===== config.mk =====
export PLATFORM = sky130hd
export DESIGN_NAME = cdc_hs_tx
export DESIGN_NICKNAME = d
export VERILOG_FILES = /design/src/rtl/cdc_hs_tx.sv
export SDC_FILE = /design/constraint.sdc
export NUM_CORES = 1
export LEC_CHECK = 0
export CORE_ASPECT_RATIO = 0.6
export CORE_UTILIZATION = 39
export CTS_BUF_LIST = sky130_fd_sc_hd__clkbuf_16
export DETAILED_ROUTE_END_ITERATION = 7
export PLACE_DENSITY_LB_ADDON = 0.3
export SYNTH_ARGS = -nofsm -noshare
export SYNTH_HDL_FRONTEND = slang
export SYNTH_SLANG_ARGS = --single-unit

===== constraint.sdc =====
create_clock -name clk -period 1.7 [get_ports clk]
set_input_delay 0.34 -clock clk [delete_from_list [all_inputs] [get_ports clk]]
set_output_delay 0.34 -clock clk [all_outputs]
set_load 0.03 [all_outputs]

===== src/rtl/cdc_hs_tx.sv =====
// Source-domain side of a 4-phase req/ack bundled-data clock-domain crossing.
// Optional watchdog flag enabled by defining CDC_HS_TX_TIMEOUT_EN.
module cdc_hs_tx #(
    parameter int W           = 32,
    parameter int SYNC_STAGES = 2,
    parameter int TIMEOUT     = 1024
) (
    input  logic         clk,
    input  logic         rst_n,
    input  logic         in_vld,
    output logic         in_rdy,
    input  logic [W-1:0] in_data,
    output logic         cdc_req,
    output logic [W-1:0] cdc_data,
    input  logic         cdc_ack
`ifdef CDC_HS_TX_TIMEOUT_EN
    ,
    output logic         err_timeout
`endif
);

    typedef enum logic [1:0] {
        ST_IDLE = 2'd0,
        ST_REQ  = 2'd1,
        ST_ACK  = 2'd2
    } state_t;

    state_t                 state_r;
    logic                   req_r;
    logic [W-1:0]           data_r;
    logic [SYNC_STAGES-1:0] sync_r;
    logic                   ack_s;
    logic                   in_rdy_s;
    logic                   state_chg_s;

    assign ack_s    = sync_r[SYNC_STAGES-1];
    assign in_rdy_s = (state_r == ST_IDLE) && !ack_s;
    assign in_rdy   = in_rdy_s;
    assign cdc_req  = req_r;
    assign cdc_data = data_r;

    // Plain flop chain for the asynchronous acknowledge; cdc_ack feeds the first flop directly.
    always_ff @(posedge clk or negedge rst_n) begin
        if (!rst_n) begin
            sync_r <= '0;
        end else begin
            sync_r <= {sync_r[SYNC_STAGES-2:0], cdc_ack};
        end
    end

    // Handshake FSM; payload and request are only ever loaded on acceptance in IDLE.
    always_ff @(posedge clk or negedge rst_n) begin
        if (!rst_n) begin
            state_r <= ST_IDLE;
            req_r   <= 1'b0;
            data_r  <= '0;
        end else begin
            case (state_r)
                ST_IDLE: begin
                    if (in_vld && in_rdy_s) begin
                        data_r  <= in_data;
                        req_r   <= 1'b1;
                        state_r <= ST_REQ;
                    end
                end
                ST_REQ: begin
                    if (ack_s) begin
                        req_r   <= 1'b0;
                        state_r <= ST_ACK;
                    end
                end
                ST_ACK: begin
                    if (!ack_s) begin
                        state_r <= ST_IDLE;
                    end
                end
                default: begin
                    req_r   <= 1'b0;
                    state_r <= ST_IDLE;
                end
            endcase
        end
    end

    // Flags the cycles in which the FSM takes a transition.
    always_comb begin
        state_chg_s = 1'b0;
        case (state_r)
            ST_IDLE: state_chg_s = in_vld && in_rdy_s;
            ST_REQ:  state_chg_s = ack_s;
            ST_ACK:  state_chg_s = !ack_s;
            default: state_chg_s = 1'b1;
        endcase
    end

`ifdef CDC_HS_TX_TIMEOUT_EN
    localparam int CW = (TIMEOUT < 1) ? 1 : $clog2(TIMEOUT + 1);
    localparam logic [CW-1:0] TO_MAX = CW'(TIMEOUT);

    logic [CW-1:0] cnt_r;
    logic [CW-1:0] cnt_nxt_s;
    logic          err_r;

    assign err_timeout = err_r;

    // Per-state dwell counter; saturates so the flag can never be missed.
    always_comb begin
        cnt_nxt_s = cnt_r;
        if (state_chg_s) begin
            cnt_nxt_s = '0;
        end else if ((state_r != ST_IDLE) && (cnt_r != TO_MAX)) begin
            cnt_nxt_s = cnt_r + CW'(1);
        end else begin
            cnt_nxt_s = cnt_r;
        end
    end

    // Counter and sticky flag; the flag only observes, it never aborts the handshake.
    always_ff @(posedge clk or negedge rst_n) begin
        if (!rst_n) begin
            cnt_r <= '0;
            err_r <= 1'b0;
        end else begin
            cnt_r <= cnt_nxt_s;
            if (cnt_nxt_s == TO_MAX) begin
                err_r <= 1'b1;
            end else begin
                err_r <= err_r;
            end
        end
    end
`else
    logic unused_s;
    assign unused_s = state_chg_s;
`endif

endmodule


==> flow_metrics.py, run 1 <==
metrics = {
    "placement": {
        "placed_cell_area_um2": 2140,
        "place_inst": 195,
        "gp_congestion": 0.684,
        "dp.final_hpwl_um": 2050,
        "dp_worst_setup_slack_ns": -0.157,
        "portBuffers": 69,
    },
    "setup_path": {
        "required_ns": 1.36,
        "cp-start-kind": "register",
        "critical_path_class": "register to primary output",
        "crit_path_top_delay_cell": "clkdlybuf4s50_1",
        "path_buf_inv": 1,
        "arrival_ns": 1.32,
        "worst-path-max-fanout": 2,
        "critical-path-top-delay-family": "buffers and inverters",
        "cp-end-kind": "primary output",
        "worstPathCellList": "clkdlybuf4s50_1",
        "reg2reg_slack_ns": 0.08,
        "slowest_delay_ns": 0.69,
    },
    "synth": {
        "synth_nets": 116,
        "synth-seq-cells": 37,
        "synth_top_area_frac": 0.666,
        "ys_types": 12,
        "synth_fa_ha_area_frac": 0,
        "synth_top_family_by_area": "multiplexers",
        "yosys.area_share.simple": 0.0324,
        "ys_warn_count": 0,
        "synth-compound-area-share": 0.0117,
        "synth_area_leaders": "dfrtp_1, mux2_2, buf_6, nor4b_4, mux2_1",
        "netlist_area_um2": 1390,
        "synth_seq_area_share": 0.666,
        "synth.avg_cell_area_um2": 17.4,
        "synthMuxAreaShare": 0.259,
        "synth-xor-area-share": 0.00630,
        "syn_inst": 80,
        "yosys.area.top_type": "dfrtp_1",
    },
    "timing": {
        "max_freq_mhz": 603,
        "min_period_ns": 1.66,
        "relSlewSlack": 0.469,
        "fin_crit_sh": 0.975,
        "drv_slew": 0,
        "rsz0062_at_grt": "false",
        "hold_viol_final": 0,
        "finalWorstSetupSlack_ns": 0.0422,
        "worstMarginPinSlew_ns": 0.797,
        "setup_viol": 0,
        "skew_ns": 0.00542,
    },
    "drt": {
        "drt_wl_total_um": 2890,
        "first_iter_violations": 30,
        "via_per_inst": 4.53,
        "drtPass1Iterations": 4,
        "vias": 911,
        "ant_nets": 0,
        "drc": 0,
        "wire_per_inst_um": 14.4,
    },
    "clock_tree": {
        "post_cts_buffers": 0,
        "cts_max_path_buffers": 2,
        "cts_hold_buffers": 0,
        "htree_num_levels": 2,
        "clk_pin_slew_ns": 0.05,
        "cts_tree": "done",
        "cts-root-buf": "clkbuf_16",
        "clk_latency_ns": 0.27,
        "cts.sinks": 37,
        "cts_buffers": 5,
    },
    "power_and_ir_drop": {
        "leakage_nw": 0.953,
        "combPwrFrac": 0.394,
        "power_per_cell_area_nw_per_um2": 1500,
        "ir_worst_vdd_mv": 0.795,
        "pwr-share-clk": 0.241,
        "swShare": 0.327,
        "pwr-share-seq": 0.365,
        "power_switching_mw": 1.11,
        "intPower_mw": 2.29,
    },
    "floorplan": {
        "dieHeight_um": 48.2,
        "coreArea_um2": 3320,
        "die_w_um": 79.1,
        "num_io_pins": 70,
        "rows": 16,
        "dieArea_um2": 3810,
        "start_util": 0.418,
    },
    "finish": {
        "drive_gt1_frac": 0.269,
        "fin_area_um2": 2270,
        "final_common_cell": "clkdlybuf4s50_1",
        "instances_no_fill": 201,
        "synthToLayoutAreaGrowth_pct": 63.5,
        "mostFrequentLayoutCells": "clkdlybuf4s50_1, dfrtp_1, mux2_2",
        "antenna-diode-count": 0,
        "final_nets": 193,
    },
    "global_routing": {
        "grtUsageTotal": 0.161,
        "antenna_found_initial": 0,
        "grt_pass1_wl_um": 4390,
        "grt_pass1_vias": 931,
        "grt-ovfl-total": 0,
        "grt_max_degree": 38,
    },
    "min_path": {
        "hp-class": "primary input to asynchronous set/reset pin",
    },
    "run_status": {
        "outcome": "finished, final reports clean",
    },
    "job": {
        "cap_violations": 0,
    },
}
-- final cells by class --
class / count / area, µm²
Tap cell: 45 / 56.3
Fill cell: 252 / 1050
Timing Repair Buffer: 73 / 729
Clock inverter: 1 / 5.00
Sequential cell: 37 / 926
Multi-Input combinational cell: 40 / 430
Clock buffer: 5 / 125
-- cells by family after synthesis --
family,count (synthesis)
DFF,37
muxes,32
and+or+nand+nor,5
buffers and inverters,3
AOI/OAI and AO/OA,2
xor gates and xnor gates,1
-- path summary, 6_finish.rpt --
kind	startpoint	end	depth (start not counted)
max in group asynchronous	rst_n	cdc_data[1]	1
max reg2reg	state_r[0]	cdc_data[26]	4
min in group clk	sync_r[0]	sync_r[1]	0
min	rst_n	cdc_data[26]	1
min reg2reg	sync_r[0]	sync_r[1]	0
max	cdc_data[3]	cdc_data[3]	1
-- metrics by stage --
| stage | total power [mW] | hold WS [ns] | util | TNS (ns) |
|---|---|---|---|---|
| after global placement | 2.57 | 0.334 | 0.644 | -2.68 |
| after CTS | 3.44 | 0.189 | 0.683 | 0 |
| after detailed placement | 2.61 | 0.342 | 0.644 | -4.29 |
| after global routing | 3.58 | 0.225 | 0.684 | 0 |
| final | 3.40 | 0.156 | 0.684 | 0 |
| after floorplan | 1.97 | 0.0444 | - | 0 |
-- Yosys cell counts, drive strengths merged --
| cell type | n |
|---|---|
| nor2 | 1 |
| nor4b | 1 |
| dfrtp | 37 |
| and2 | 1 |
| a211o | 1 |
| nor2b | 1 |
| nor3 | 1 |
| o21a | 1 |
| mux2 | 32 |
| buf | 3 |
| xor2 | 1 |
-- flip-flops by register name, summed over array words and instances, names as in the netlist --
name,flops
cdc_req,1
state_r,2
sync_r,2
cdc_data,32
-- power groups by stage --
stage               Sequential (mW)  Combinational, mW  Clock [mW]
detailed placement             1.25               1.35           0
CTS                            1.24               1.36       0.843
global route                   1.28               1.41       0.893
global placement               1.24               1.33           0
finish                         1.24               1.34       0.821
floorplan                      1.71              0.262           0
-- layer usage --
metal / track usage / part of all wire / up-vias / wire, µm
li1: - / - / 434 / -
met1: 0.206 / 0.44 / 447 / 1260
met2: 0.252 / 0.49 / 28 / 1410
met3: 0.0710 / 0.070 / 2 / 203
met4: 0.0545 / 0.0048 / 0 / 14
met5: 0 / 0 / - / 0
-- repair_timing --
item,in CTS,in global routing
gates cloned,0,0
resized for setup,1,1
setup endpoints to repair,1,1
No activity file was read; power rests on OpenSTA's default activity.
==> run 2: changes to the inputs <==
--- a/config.mk
+++ b/config.mk
@@ -13,3 +13,4 @@
 export SYNTH_ARGS = -nofsm -noshare
 export SYNTH_HDL_FRONTEND = slang
 export SYNTH_SLANG_ARGS = --single-unit
+export TNS_END_PERCENT = 100
==> results of run 2 <==
Same layout as run 1: the final DEF is identical, and so are final timing and power.
